$ cat src/rtl/cnn_sweep_if.sv
// cnn_sweep_if: host/array handshake bundle for the CNN sweep sequencer
interface cnn_sweep_if #(
    parameter int DATA_W = 18,
    parameter int ITER_W = 8,
    parameter int IDX_W  = 4
);
    logic                     start;
    logic                     abort;
    logic [ITER_W-1:0]        num_iter;
    logic [DATA_W-1:0]        thresh;
    logic                     upd_valid;
    logic                     upd_last;
    logic signed [DATA_W-1:0] y_new;
    logic signed [DATA_W-1:0] y_old;
    logic                     load_init;
    logic                     slot_valid;
    logic [IDX_W-1:0]         cell_idx;
    logic                     busy;
    logic                     done;
    logic                     converged;
    logic [ITER_W-1:0]        iters_done;
    logic                     err;

    modport master (
        output start, abort, num_iter, thresh, upd_valid, upd_last, y_new, y_old,
        input  load_init, slot_valid, cell_idx, busy, done, converged, iters_done, err
    );

    modport slave (
        input  start, abort, num_iter, thresh, upd_valid, upd_last, y_new, y_old,
        output load_init, slot_valid, cell_idx, busy, done, converged, iters_done, err
    );
endinterface

$ cat src/rtl/cnn_sweep_ctrl.sv
// cnn_sweep_ctrl: sweep sequencer for the time-multiplexed 4x4 CNN array with convergence tracking
module cnn_sweep_ctrl #(
    parameter int DATA_W  = 18,
    parameter int ITER_W  = 8,
    parameter int CELLS   = 16,
    parameter int IDX_W   = 4,
    parameter int CONV_EN = 1
) (
    input logic        clk,
    input logic        rst,
    cnn_sweep_if.slave bus
);
    localparam int CNT_W = IDX_W + 2;
    localparam logic [CNT_W-1:0] CELLS_C  = CNT_W'(CELLS);
    localparam logic [IDX_W-1:0] LAST_IDX = IDX_W'(CELLS - 1);

    typedef enum logic [2:0] {S_IDLE, S_LOAD, S_SWEEP, S_WAIT, S_DONE} state_t;

    state_t            state_q, state_d;
    logic [IDX_W-1:0]  cell_idx_q, cell_idx_d;
    logic [ITER_W-1:0] sweep_cnt_q, sweep_cnt_d;
    logic [ITER_W-1:0] num_iter_q, num_iter_d;
    logic [ITER_W-1:0] iters_done_q, iters_done_d;
    logic [DATA_W-1:0] thresh_q, thresh_d;
    logic [DATA_W:0]   max_diff_q, max_diff_d;
    logic [CNT_W-1:0]  upd_cnt_q, upd_cnt_d;
    logic              converged_q, converged_d;
    logic              err_q, err_d;

    logic [DATA_W:0]   diff, abs_diff, max_acc;
    logic [CNT_W-1:0]  cnt_acc;
    logic [ITER_W-1:0] sweep_nxt;
    logic              accept, last, conv_hit, enter_sweep;

    // Sign-extend by one bit so the full signed range difference never overflows.
    assign diff      = {bus.y_new[DATA_W-1], bus.y_new} - {bus.y_old[DATA_W-1], bus.y_old};
    assign abs_diff  = diff[DATA_W] ? -diff : diff;
    assign max_acc   = (abs_diff > max_diff_q) ? abs_diff : max_diff_q;
    assign cnt_acc   = (&upd_cnt_q) ? upd_cnt_q : upd_cnt_q + CNT_W'(1);
    assign accept    = (state_q == S_SWEEP || state_q == S_WAIT) && bus.upd_valid && !bus.abort;
    assign last      = accept && bus.upd_last;
    assign sweep_nxt = sweep_cnt_q + ITER_W'(1);
    assign conv_hit  = (CONV_EN != 0) && (max_acc <= {1'b0, thresh_q});

    assign bus.load_init  = (state_q == S_LOAD);
    assign bus.slot_valid = (state_q == S_SWEEP);
    assign bus.busy       = (state_q != S_IDLE);
    assign bus.done       = (state_q == S_DONE);
    assign bus.cell_idx   = cell_idx_q;
    assign bus.converged  = converged_q;
    assign bus.iters_done = iters_done_q;
    assign bus.err        = err_q;

    // Next-state, sweep bookkeeping and end-of-sweep evaluation.
    always_comb begin
        state_d      = state_q;
        sweep_cnt_d  = sweep_cnt_q;
        num_iter_d   = num_iter_q;
        iters_done_d = iters_done_q;
        thresh_d     = thresh_q;
        max_diff_d   = accept ? max_acc : max_diff_q;
        upd_cnt_d    = accept ? cnt_acc : upd_cnt_q;
        converged_d  = converged_q;
        err_d        = err_q;
        enter_sweep  = 1'b0;
        case (state_q)
            S_IDLE: begin
                if (bus.start) begin
                    state_d      = S_LOAD;
                    num_iter_d   = (bus.num_iter == '0) ? ITER_W'(1) : bus.num_iter;
                    thresh_d     = bus.thresh;
                    converged_d  = 1'b0;
                    iters_done_d = '0;
                    err_d        = 1'b0;
                end
            end
            S_LOAD: begin
                state_d     = bus.abort ? S_IDLE : S_SWEEP;
                enter_sweep = !bus.abort;
                sweep_cnt_d = '0;
            end
            S_SWEEP, S_WAIT: begin
                if (state_q == S_SWEEP && cell_idx_q == LAST_IDX) state_d = S_WAIT;
                if (bus.abort) begin
                    state_d = S_IDLE;
                end else if (last) begin
                    if (cnt_acc != CELLS_C) err_d = 1'b1;
                    if (conv_hit || sweep_nxt >= num_iter_q) begin
                        converged_d  = conv_hit;
                        iters_done_d = sweep_nxt;
                        state_d      = S_DONE;
                    end else begin
                        sweep_cnt_d = sweep_nxt;
                        state_d     = S_SWEEP;
                        enter_sweep = 1'b1;
                    end
                end
            end
            S_DONE: state_d = S_IDLE;
            default: state_d = S_IDLE;
        endcase
        if (enter_sweep) begin
            max_diff_d = '0;
            upd_cnt_d  = '0;
        end
        cell_idx_d = (!enter_sweep && state_q == S_SWEEP && state_d == S_SWEEP)
                     ? cell_idx_q + IDX_W'(1) : '0;
    end

    // State and datapath registers.
    always_ff @(posedge clk) begin
        if (rst) begin
            state_q      <= S_IDLE;
            cell_idx_q   <= '0;
            sweep_cnt_q  <= '0;
            num_iter_q   <= '0;
            iters_done_q <= '0;
            thresh_q     <= '0;
            max_diff_q   <= '0;
            upd_cnt_q    <= '0;
            converged_q  <= 1'b0;
            err_q        <= 1'b0;
        end else begin
            state_q      <= state_d;
            cell_idx_q   <= cell_idx_d;
            sweep_cnt_q  <= sweep_cnt_d;
            num_iter_q   <= num_iter_d;
            iters_done_q <= iters_done_d;
            thresh_q     <= thresh_d;
            max_diff_q   <= max_diff_d;
            upd_cnt_q    <= upd_cnt_d;
            converged_q  <= converged_d;
            err_q        <= err_d;
        end
    end
endmodule

$ cat src/flat_wrapper.sv
// flat-port wrapper written by rule: the top's interface ports become plain ports
module cnn_sweep_ctrl_flat 
#(
    parameter int DATA_W  = 18,
    parameter int ITER_W  = 8,
    parameter int CELLS   = 16,
    parameter int IDX_W   = 4,
    parameter int CONV_EN = 1
)
  (clk, rst, bus_start, bus_abort, bus_num_iter, bus_thresh, bus_upd_valid, bus_upd_last, bus_y_new, bus_y_old, bus_load_init, bus_slot_valid, bus_cell_idx, bus_busy, bus_done, bus_converged, bus_iters_done, bus_err);
  cnn_sweep_if #(.DATA_W(DATA_W), .ITER_W(ITER_W), .IDX_W(IDX_W)) bus_i ();
  input logic clk;
  input logic rst;
  input wire logic [$bits(bus_i.start)-1:0] bus_start;
  input wire logic [$bits(bus_i.abort)-1:0] bus_abort;
  input wire logic [$bits(bus_i.num_iter)-1:0] bus_num_iter;
  input wire logic [$bits(bus_i.thresh)-1:0] bus_thresh;
  input wire logic [$bits(bus_i.upd_valid)-1:0] bus_upd_valid;
  input wire logic [$bits(bus_i.upd_last)-1:0] bus_upd_last;
  input wire logic [$bits(bus_i.y_new)-1:0] bus_y_new;
  input wire logic [$bits(bus_i.y_old)-1:0] bus_y_old;
  output wire logic [$bits(bus_i.load_init)-1:0] bus_load_init;
  output wire logic [$bits(bus_i.slot_valid)-1:0] bus_slot_valid;
  output wire logic [$bits(bus_i.cell_idx)-1:0] bus_cell_idx;
  output wire logic [$bits(bus_i.busy)-1:0] bus_busy;
  output wire logic [$bits(bus_i.done)-1:0] bus_done;
  output wire logic [$bits(bus_i.converged)-1:0] bus_converged;
  output wire logic [$bits(bus_i.iters_done)-1:0] bus_iters_done;
  output wire logic [$bits(bus_i.err)-1:0] bus_err;
  assign bus_i.start = bus_start;
  assign bus_i.abort = bus_abort;
  assign bus_i.num_iter = bus_num_iter;
  assign bus_i.thresh = bus_thresh;
  assign bus_i.upd_valid = bus_upd_valid;
  assign bus_i.upd_last = bus_upd_last;
  assign bus_i.y_new = bus_y_new;
  assign bus_i.y_old = bus_y_old;
  assign bus_load_init = bus_i.load_init;
  assign bus_slot_valid = bus_i.slot_valid;
  assign bus_cell_idx = bus_i.cell_idx;
  assign bus_busy = bus_i.busy;
  assign bus_done = bus_i.done;
  assign bus_converged = bus_i.converged;
  assign bus_iters_done = bus_i.iters_done;
  assign bus_err = bus_i.err;
  cnn_sweep_ctrl #(.DATA_W(DATA_W), .ITER_W(ITER_W), .CELLS(CELLS), .IDX_W(IDX_W), .CONV_EN(CONV_EN)) u_core (.clk(clk), .rst(rst), .bus(bus_i));
endmodule
$ cat config.mk
export PLATFORM = sky130hd
export DESIGN_NAME = cnn_sweep_ctrl_flat
export DESIGN_NICKNAME = d
export VERILOG_FILES = /design/src/rtl/cnn_sweep_if.sv /design/src/rtl/cnn_sweep_ctrl.sv /design/src/flat_wrapper.sv
export SDC_FILE = /design/constraint.sdc
export NUM_CORES = 1
export LEC_CHECK = 0
export ABC_CLOCK_PERIOD_IN_PS = 10000
export BUFFER_PORTS_ARGS = -buffer_cell sky130_fd_sc_hd__buf_2
export CAP_MARGIN = 20
export CORE_MARGIN = 2
export CORE_UTILIZATION = 59
export DETAILED_ROUTE_END_ITERATION = 10
export PLACE_DENSITY = 0.93
export SLEW_MARGIN = 20
export SYNTH_ARGS = -nofsm -noshare
export SYNTH_HDL_FRONTEND = slang
export SYNTH_SLANG_ARGS = --single-unit
export TNS_END_PERCENT = 5
$ cat constraint.sdc
create_clock -name clk -period 10 [get_ports clk]
set_input_delay 0.5 -clock clk [delete_from_list [all_inputs] [get_ports clk]]
set_output_delay 0.5 -clock clk [all_outputs]
set_load 0.01 [all_outputs]
Yosys cells after proc, flatten, opt, wreduce, memory -nomap -nowiden
Index checks and enable logic that the tools add are counted. Widths: inputs -> output; s select.

Logic and storage cells: 88. Register bits after elaboration: 76. Bits of input ports: 68.

Add/sub/neg operators: 5. Magnitude comparators: 3. Multiplexer cells: 33. Bitwise logic cells: 1. Reductions and logical operators: 23. Eq/ne operators: 13.

Operators by type and width (count): $mux 8 (8); $mux 19 (2); $pmux 8 s2 (2); $gt 19x19->1 (1); $le 19x18->1 (1); $neg 19->19 (1); $sub 18x18->19 (1); $mux 3 (5); $mux 1 (10); $reduce_and 5->1 (2); $eq 3x2->1 const B (3); $pmux 3 s3 (1); $add 8x1->8 const B (1); $ge 8x8->1 (1); $logic_not 8->1 (1); $add 6x1->6 const B (1); $logic_and 1x1->1 (6); $mux 6 (1); $ne 2x1->1 const B (3); $ne 2x2->1 const B (3); $ne 6x5->1 const B (1); $pmux 1 s2 (3); $reduce_and 6->1 (1); $reduce_or 2->1 (3); other kinds (13) (16).

Depth between registers and ports, before layout
Gate-level depths: netlist of the first run.

Depth after elaboration: 16. Gate-level depth with buffers: 34. Mapped depth without buffers: 31.

Worst setup path before layout of the first run
OpenSTA, ideal clock, no wires.

Path kind: input port to flip-flop. Start: in bus_y_new[0]. End: reg u_core.upd_cnt_q[4]. Path buffers: 3. Slack: 2.886 ns. Setup time: 0.078 ns. Stages: 33. Arrival: 7.037 ns. Path through: inv_1 -> ha_1 -> fa_1 -> nor2b_1 -> o31a_1 -> buf_6 -> o211a_1 -> o311ai_2 -> a2111oi_2 -> nand3_1 -> o31ai_1 -> xor2_1 -> inv_1 -> ha_1 -> nand4_1 -> nor3_1 -> nand2_1 -> o211ai_1 -> nand2_1 -> clkinv_1 -> clkbuf_1 -> o21ai_0 -> ha_1 -> and4_1 -> nand3_1 -> or4_1 -> o21ai_0 -> a31oi_1 -> o2bb2ai_1 -> a22oi_2 -> nand2_2 -> buf_6 -> nor3_1.

Cells in the longest elaborated chain, start to end: 12.

RTL lines: start, declared (RTL line flat_wrapper.sv:20) `input wire logic [$bits(bus_i.y_new)-1:0] bus_y_new;`; $sub 18x18->19 (*) (RTL line cnn_sweep_ctrl.sv:36) `assign diff = {bus.y_new[DATA_W-1], bus.y_new} - {bus.y_old[DATA_W-1], bus.y_old};`; $neg 19->19 (RTL line cnn_sweep_ctrl.sv:37) `assign abs_diff = diff[DATA_W] ? -diff : diff;`; $mux 19 (*) (RTL line cnn_sweep_ctrl.sv:37); $gt 19x19->1 (RTL line cnn_sweep_ctrl.sv:38) `assign max_acc = (abs_diff > max_diff_q) ? abs_diff : max_diff_q;`; $mux 19 (*) (RTL line cnn_sweep_ctrl.sv:38); via u_core.max_acc[16] (RTL line cnn_sweep_ctrl.sv:30) `logic [DATA_W:0] diff, abs_diff, max_acc;`; $le 19x18->1 (*) (RTL line cnn_sweep_ctrl.sv:43) `assign conv_hit = (CONV_EN != 0) && (max_acc <= {1'b0, thresh_q});`; $logic_or 1x1->1 (*) (RTL line cnn_sweep_ctrl.sv:88) `if (conv_hit || sweep_nxt >= num_iter_q) begin`; $mux 1 (*) (RTL line cnn_sweep_ctrl.sv:88); $mux 1 (*) (RTL line cnn_sweep_ctrl.sv:86) `end else if (last) begin`; $mux 1 (*) (RTL line cnn_sweep_ctrl.sv:84) `if (bus.abort) begin`; $pmux 1 s2 (*) (RTL line cnn_sweep_ctrl.sv:66) `case (state_q)`; $reduce_or 2->1 (no source line) (*); end signal, assigned (RTL line cnn_sweep_ctrl.sv:131) `upd_cnt_q <= upd_cnt_d;`; end, declared (RTL line cnn_sweep_ctrl.sv:26) `logic [CNT_W-1:0] upd_cnt_q, upd_cnt_d;`.

Mark *: on every way through the listed nets, which the timed path passes. The rest lies on a longest branch. A chain may end at the register's enable or synchronous reset.

Final worst setup path of the first run
Start: in bus_y_old[0]. End: reg u_core.max_diff_q[7].

Cells in the longest elaborated chain, start to end: 12.

RTL lines: start, declared (RTL line flat_wrapper.sv:21) `input wire logic [$bits(bus_i.y_old)-1:0] bus_y_old;`; $sub 18x18->19 (*) (RTL line cnn_sweep_ctrl.sv:36); $neg 19->19 (RTL line cnn_sweep_ctrl.sv:37); $mux 19 (*) (RTL line cnn_sweep_ctrl.sv:37); $gt 19x19->1 (RTL line cnn_sweep_ctrl.sv:38); $mux 19 (*) (RTL line cnn_sweep_ctrl.sv:38); via u_core.max_acc[14] (RTL line cnn_sweep_ctrl.sv:30); $le 19x18->1 (*) (RTL line cnn_sweep_ctrl.sv:43); $logic_or 1x1->1 (*) (RTL line cnn_sweep_ctrl.sv:88); $mux 1 (*) (RTL line cnn_sweep_ctrl.sv:88); $mux 1 (*) (RTL line cnn_sweep_ctrl.sv:86); $mux 1 (*) (RTL line cnn_sweep_ctrl.sv:84); $pmux 1 s2 (*) (RTL line cnn_sweep_ctrl.sv:66); $reduce_or 2->1 (no source line) (*); end signal, assigned (RTL line cnn_sweep_ctrl.sv:130) `max_diff_q <= max_diff_d;`; end, declared (RTL line cnn_sweep_ctrl.sv:25) `logic [DATA_W:0] max_diff_q, max_diff_d;`.

Marked as above.

==> impl_metrics.yaml, run 1 <==
die:
  std_cell_rows: 37
  design.portCount: 86
  floorplan.die.width_microns: 108
  design.core.area_sq_mm: 0.0104
  dieArea_sq_mm: 0.0117
  floorplan.initialDensity_pct: 61.2
  fp.dieH_microns: 108
global_route:
  number_of_antenna_violations_at_the_first_check_in_global_routing: 0
  grt.overflow.total: 0
  grt_max_degree: 43
  grt_pass1_vias: 5630
  grt_pass1_wl_mm: 25.5
  globalRouteTotalUtil_pct: 26.7
min_path:
  min-delay-path-class: "input port to register"
  whs_endpoint: "u_core.state_q[1]"
  hold_path_depth: 2
  hold_path.startpoint: "bus_abort"
critical_path:
  worstSetupEndpointType: "register"
  worstPathBufferInverterCount: 3
  reg2reg_from: "u_core.max_diff_q[14]"
  critPathMaxFanout: 23
  critical_path.slowest_cell: "sky130_fd_sc_hd__a22oi_2"
  crit_type: "input port to register"
  worst_path_largest_cell_delay_ns: 0.68
  cpMostUsedCell: "sky130_fd_sc_hd__ha_1"
  reg2reg_depth: 19
  data_required_time_at_the_worst_endpoint_ns: 10.28
  reg2reg_setup_slack_ns: 3.56
  cp_top_family: "compound AO/OA/AOI/OAI gates"
  worstSetupStartpoint: "bus_y_old[0]"
  worst_ep_arrival_time_ns: 9.24
  r2r_end: "u_core.max_diff_q[7]"
  critPathLaunchType: "input port"
placed_design:
  port_buffers: 85
  gpl.final_weighted_congestion: 0.945
  dp_hpwl_mm: 11.6
synth:
  avgSynthCellArea_sq_um: 7.80
  syn-instance-count: 818
  post_synth_mux_area_share_pct: 1.35
  register_bit_count_reported_by_yosys: 76
  ys_async_sr_fraction_pct: 0
  fraction_of_synthesized_cell_area_in_xor_and_xnor_cells_pct: 4.24
  synth-adder-area-share_pct: 13.5
  synth_top_family_by_area: "compound AO/OA/AOI/OAI gates"
  syn-num-nets: 954
  compound_gate_portion_of_the_synthesized_area_pct: 25.7
  top_reg_cell_synth: "sky130_fd_sc_hd__dfxtp_1"
  post_synth_and_or_nand_nor_area_fraction_pct: 22.6
  synthesis.area_sq_mm: 0.00638
  synth.yosys.warnings: 0
  synth_cell_types: 90
  synth-edff-count: 0
  synth_sequential_area_ratio_pct: 23.9
sta:
  finalHoldViolations: 0
  final_min_period_ns: 8.96
  report.final.setup_viol: 0
  max_freq_mhz: 112
  worst_clock_skew_ns: 0.00566
  final.period_utilization_pct: 89.6
  finalMaxSlewViolations: 0
  rsz_0062_raised_after_global_routing: "no"
  worst_pin_slew_ns: 0.969
  tns_ns: 0
  slew-limit-headroom_pct: 35.4
layout:
  layout.cells.most_common: "sky130_fd_sc_hd__nand2_1"
  layout-drive-gt1-share_pct: 16.9
  antenna_diode_count: 0
  final_cell_mix: "sky130_fd_sc_hd__nand2_1, sky130_fd_sc_hd__buf_2, sky130_fd_sc_hd__inv_1"
  final.fill_count: 835
  final_nets: 1013
  syn_to_final_growth_pct: 8.42
drt:
  wl_mm: 15.3
  detailed_route_via_count: 6177
  detailedRoute.firstPassIterationCount: 5
  wl_cell_microns: 15.0
  drc: 0
  antenna_left: 0
  drtIter0Drc: 537
  vias_per_cell: 6.07
clock_network:
  postCtsHoldBufs: 0
  cts-resized-gates: 0
  cts-htree-levels: 3
  clkTransAtPathRegs_ns: 0.08
  postCtsSetupRepairBufs: 0
  cts_root_buffer: "sky130_fd_sc_hd__clkbuf_8"
  cts.sink_count: 76
  numCtsBuffers: 9
  clk-insertion-delay-late_ns: 0.37
  tritoncts: "built"
  cts.path.max_buffers: 2
power_and_ir_drop:
  vdd_ir_drop_max_v: 0.000137
  pwr_per_cell_area_mw_per_mm2: 154
  power.static_leakage_nw: 2.90
  post-layout-total-power_mw: 1.06
job:
  drv.max_cap_violation_count: 0
status:
  status: "finished clean"
==> sequential cells by signal, summed over array words and instances, names as in the netlist <==
register,cells
u_core.upd_cnt_q,6
u_core.sweep_cnt_q,8
u_core.bus.cell_idx,4
u_core.num_iter_q,8
u_core.max_diff_q,19
u_core.bus.iters_done,8
u_core.state_q,3
u_core.bus.err,1
u_core.bus.converged,1
u_core.thresh_q,18
==> layout make-up <==
class | count | area, sq um | area share (%)
Clock buffer | 10 | 128 | 1.85
Inverter | 83 | 312 | 4.51
Sequential cell | 76 | 1520 | 22.0
Timing Repair Buffer | 85 | 425 | 6.15
Clock inverter | 6 | 63.8 | 0.923
Tap cell | 136 | 170 | 2.46
Multi-Input combinational cell | 622 | 4300 | 62.1
==> metrics by stage <==
| step | area [sq um] | hold WS, ns | std cells | util [%] | worst slack (ns) |
|---|---|---|---|---|---|
| floorplan | 6380 | 0.434 | 818 | - | 2.89 |
| global placement | 6720 | 0.442 | 1002 | 64.6 | 1.18 |
| detailed placement | 6720 | 0.448 | 1002 | 64.6 | 0.977 |
| CTS | 6920 | 0.343 | 1018 | 66.4 | 1.20 |
| global route | 6920 | 0.363 | 1018 | 66.4 | 0.349 |
| finish | 6920 | 0.343 | 1018 | 66.4 | 1.04 |
==> per-layer routing <==
layer | vias up | track usage, % | wire length, microns
li1 | 3027 | - | -
met1 | 2853 | 34.7 | 6740
met2 | 243 | 44.1 | 7150
met3 | 54 | 3.13 | 840
met4 | 0 | 12.9 | 544
met5 | - | 0 | 0
==> synth_stat cells, types with 12 or more instances <==
library cell               instances  share of area, %
sky130_fd_sc_hd__a21o_1           14               1.6
sky130_fd_sc_hd__a21oi_1          75               5.9
sky130_fd_sc_hd__clkbuf_1         19               1.1
sky130_fd_sc_hd__dfxtp_1          76                24
sky130_fd_sc_hd__ha_1             67                13
sky130_fd_sc_hd__inv_1            81               4.8
sky130_fd_sc_hd__nand2_1         104               6.1
sky130_fd_sc_hd__nand3_1          28               2.2
sky130_fd_sc_hd__nand4_1          13               1.3
sky130_fd_sc_hd__nor2_1           60               3.5
sky130_fd_sc_hd__nor3_1           16               1.3
sky130_fd_sc_hd__o211ai_1         12               1.4
sky130_fd_sc_hd__o21ai_0          28               2.2
sky130_fd_sc_hd__xnor2_1          14               1.9
sky130_fd_sc_hd__xor2_1           15               2.1
==> cell families after synthesis <==
logic type,Yosys count
compound gates,226
mux,8
xor+xnor,30
flops,76
simple gates,290
fa+ha+maj,68
buf+inv,120
==> worst max-delay path by stage <==
stage	slack, ns	endpoint	cells after the start
2_1_floorplan	2.89	u_core.upd_cnt_q[4]	33
3_3_place_gp	1.18	u_core.max_diff_q[7]	30
3_5_place_dp	0.98	u_core.max_diff_q[7]	30
4_1_cts	1.20	u_core.max_diff_q[7]	30
5_1_grt	0.35	u_core.max_diff_q[7]	31
6_report	1.04	u_core.max_diff_q[7]	30
==> power by group <==
group / internal (mW) / total (mW) / switching, mW
Clock: 0.115 / 0.237 / 0.122
Combinational: 0.204 / 0.510 / 0.306
Sequential: 0.311 / 0.317 / 0.00548
Total: 0.631 / 1.06 / 0.433
(Power assumes the default switching activity.)
==> run 2, diff against run 1 <==
--- a/config.mk
+++ b/config.mk
@@ -11,7 +11,7 @@
 export CORE_MARGIN = 2
 export CORE_UTILIZATION = 59
 export DETAILED_ROUTE_END_ITERATION = 10
-export PLACE_DENSITY = 0.93
+export PLACE_DENSITY = 0.81
 export SLEW_MARGIN = 20
 export SYNTH_ARGS = -nofsm -noshare
 export SYNTH_HDL_FRONTEND = slang
==> run 2 against run 1 <==
  * Sequential cell count did not move
  * Power rose by 0.95%
  * Fmax down 0.29%
  * Final area rose by 0.16%
  * Routed wire length increased by 3.1%
  * Sequential share of layout area hardly changed
  * First-iteration DRC count fell by 27%
==> impl_metrics.yaml, run 2 (synthesized netlist as in run 1, its figures left out) <==
layout:
  largest_registers: "u_core.max_diff_q (19), u_core.thresh_q (18)"
  layout.cells.most_common: "sky130_fd_sc_hd__nand2_1"
  largest_register_ff_count: 19
  final_nets: 1013
  final_cell_mix: "sky130_fd_sc_hd__nand2_1, sky130_fd_sc_hd__buf_2, sky130_fd_sc_hd__inv_1"
  final.fill_count: 894
  final_cells: 1018
  layout-drive-gt1-share_pct: 16.9
  antenna_diode_count: 0
  regMostFlops: "u_core.max_diff_q"
  final_core_utilization_pct: 66.5
  syn_to_final_growth_pct: 8.59
global_route:
  grt_pass1_vias: 5844
  grt.overflow.total: 0
  number_of_antenna_violations_at_the_first_check_in_global_routing: 0
  globalRouteTotalUtil_pct: 27.2
  grt_max_degree: 43
  grt_pass1_wl_mm: 25.7
critical_path:
  worstSetupEndpointType: "register"
  worst_path_largest_cell_delay_ns: 0.67
  worst_ep_arrival_time_ns: 9.26
  r2r_end: "u_core.max_diff_q[7]"
  critPathMaxFanout: 23
  data_required_time_at_the_worst_endpoint_ns: 10.27
  critPathLaunchType: "input port"
  reg2reg_setup_slack_ns: 3.72
  cpMostUsedCell: "sky130_fd_sc_hd__ha_1"
  reg2reg_depth: 19
  critical_path.slowest_cell: "sky130_fd_sc_hd__a22oi_2"
  crit_type: "input port to register"
  reg2reg_from: "u_core.max_diff_q[16]"
drt:
  drc: 0
  wl_mm: 15.8
  highest_layer: "met4"
  vias_per_cell: 6.00
  met2_length_mm: 7.70
  wl_cell_microns: 15.5
  routedLengthMet1_mm: 6.80
  drtIter0Drc: 390
  antenna_left: 0
  detailed_route_via_count: 6104
  detailedRoute.firstPassIterationCount: 6
  route.met3.wl_microns: 731
clock_network:
  cts.sink_count: 76
  postCtsSetupRepairBufs: 0
  tritoncts: "built"
  cts-resized-gates: 0
  cts-htree-levels: 3
  cts_root_buffer: "sky130_fd_sc_hd__clkbuf_8"
  numCtsBuffers: 9
  postCtsHoldBufs: 0
  cts.path.max_buffers: 2
  clk-insertion-delay-late_ns: 0.36
  clkTransAtPathRegs_ns: 0.08
die:
  design.core.area_sq_mm: 0.0104
  fp.dieH_microns: 108
  dieArea_sq_mm: 0.0117
  floorplan.die.width_microns: 108
  design.portCount: 86
  floorplan.initialDensity_pct: 61.2
  std_cell_rows: 37
sta:
  finalMaxSlewViolations: 0
  rsz_0062_raised_after_global_routing: "no"
  worst_clock_skew_ns: 0.00960
  finalHoldViolations: 0
  final.period_utilization_pct: 89.9
  max_freq_mhz: 111
  slew-limit-headroom_pct: 36.0
  tns_ns: 0
  report.final.setup_viol: 0
  worst_pin_slew_ns: 0.958
  final_min_period_ns: 8.99
status:
  status: "finished clean"
power_and_ir_drop:
  power.static_leakage_nw: 2.91
  post-layout-total-power_mw: 1.07
  pwr_per_cell_area_mw_per_mm2: 155
  vdd_ir_drop_max_v: 0.0000818
job:
  drv.max_cap_violation_count: 0
min_path:
  whs_endpoint: "u_core.state_q[1]"
  min-delay-path-class: "input port to register"
  hold_path.startpoint: "bus_abort"
  hold_path_depth: 2
placed_design:
  dp.cells: 1002
  port_buffers: 85
  dp_hpwl_mm: 12.3
  gpl.final_weighted_congestion: 0.911
-- run 2: cell types whose count changed in the layout (fill, tap and decap cells not counted), sizes merged --
cell | before | now
clkinvlp | 2 | 1
clkbuf | 10 | 12
inv | 83 | 82
-- run 2: cell type report --
| type | count | area (sq um) | area share [%] |
|---|---|---|---|
| Timing Repair Buffer | 85 | 425 | 6.14 |
| Tap cell | 136 | 170 | 2.46 |
| Clock inverter | 4 | 47.5 | 0.686 |
| Sequential cell | 76 | 1520 | 22.0 |
| Multi-Input combinational cell | 622 | 4300 | 62.0 |
| Inverter | 83 | 312 | 4.50 |
| Clock buffer | 12 | 155 | 2.24 |
-- run 2: worst max-delay path by stage --
stage / start / end / slack (ns) / cells past startpoint
after floorplan: bus_y_new[0] / u_core.upd_cnt_q[4] / 2.89 / 33
after global placement: bus_y_old[0] / u_core.max_diff_q[7] / 1.22 / 30
after detailed placement: bus_y_old[0] / u_core.max_diff_q[7] / 0.77 / 30
after CTS: bus_y_old[0] / u_core.max_diff_q[7] / 1.16 / 30
after global routing: bus_y_new[0] / u_core.max_diff_q[7] / 0.15 / 31
final: bus_y_old[0] / u_core.max_diff_q[7] / 1.01 / 30
-- run 2: metrics by stage --
stage | instance area, sq um | hold WS [ns] | worst slack (ns)
finish | 6930 | 0.354 | 1.01
global route | 6930 | 0.349 | 0.148
CTS | 6930 | 0.346 | 1.16
detailed placement | 6720 | 0.445 | 0.766
global placement | 6720 | 0.442 | 1.22
floorplan | 6380 | 0.434 | 2.89
-- run 2: power by group --
part / total, mW / internal [mW] / switching [mW] / leakage (nW)
sequential: 0.317 / 0.311 / 0.00549 / 0.617
clock: 0.244 / 0.128 / 0.116 / 0.102
combinational: 0.514 / 0.205 / 0.309 / 2.19
total: 1.07 / 0.644 / 0.430 / 2.91
-- run 2: routing by layer --
metal	vias to the layer above	GRT usage (%)
li1	3033	-
met1	2827	31.7
met2	192	48.3
met3	52	4.40
met4	0	12.9
met5	-	0
-- run 2: worst max-delay path: cells and delay by family --
kind / cells / cell delay, ns
compound gates: 11 / 3.48
simple gates: 10 / 2.74
fa+ha+maj: 4 / 1.22
buf+inv: 3 / 0.63
mux: 1 / 0.39
xor+xnor: 1 / 0.28
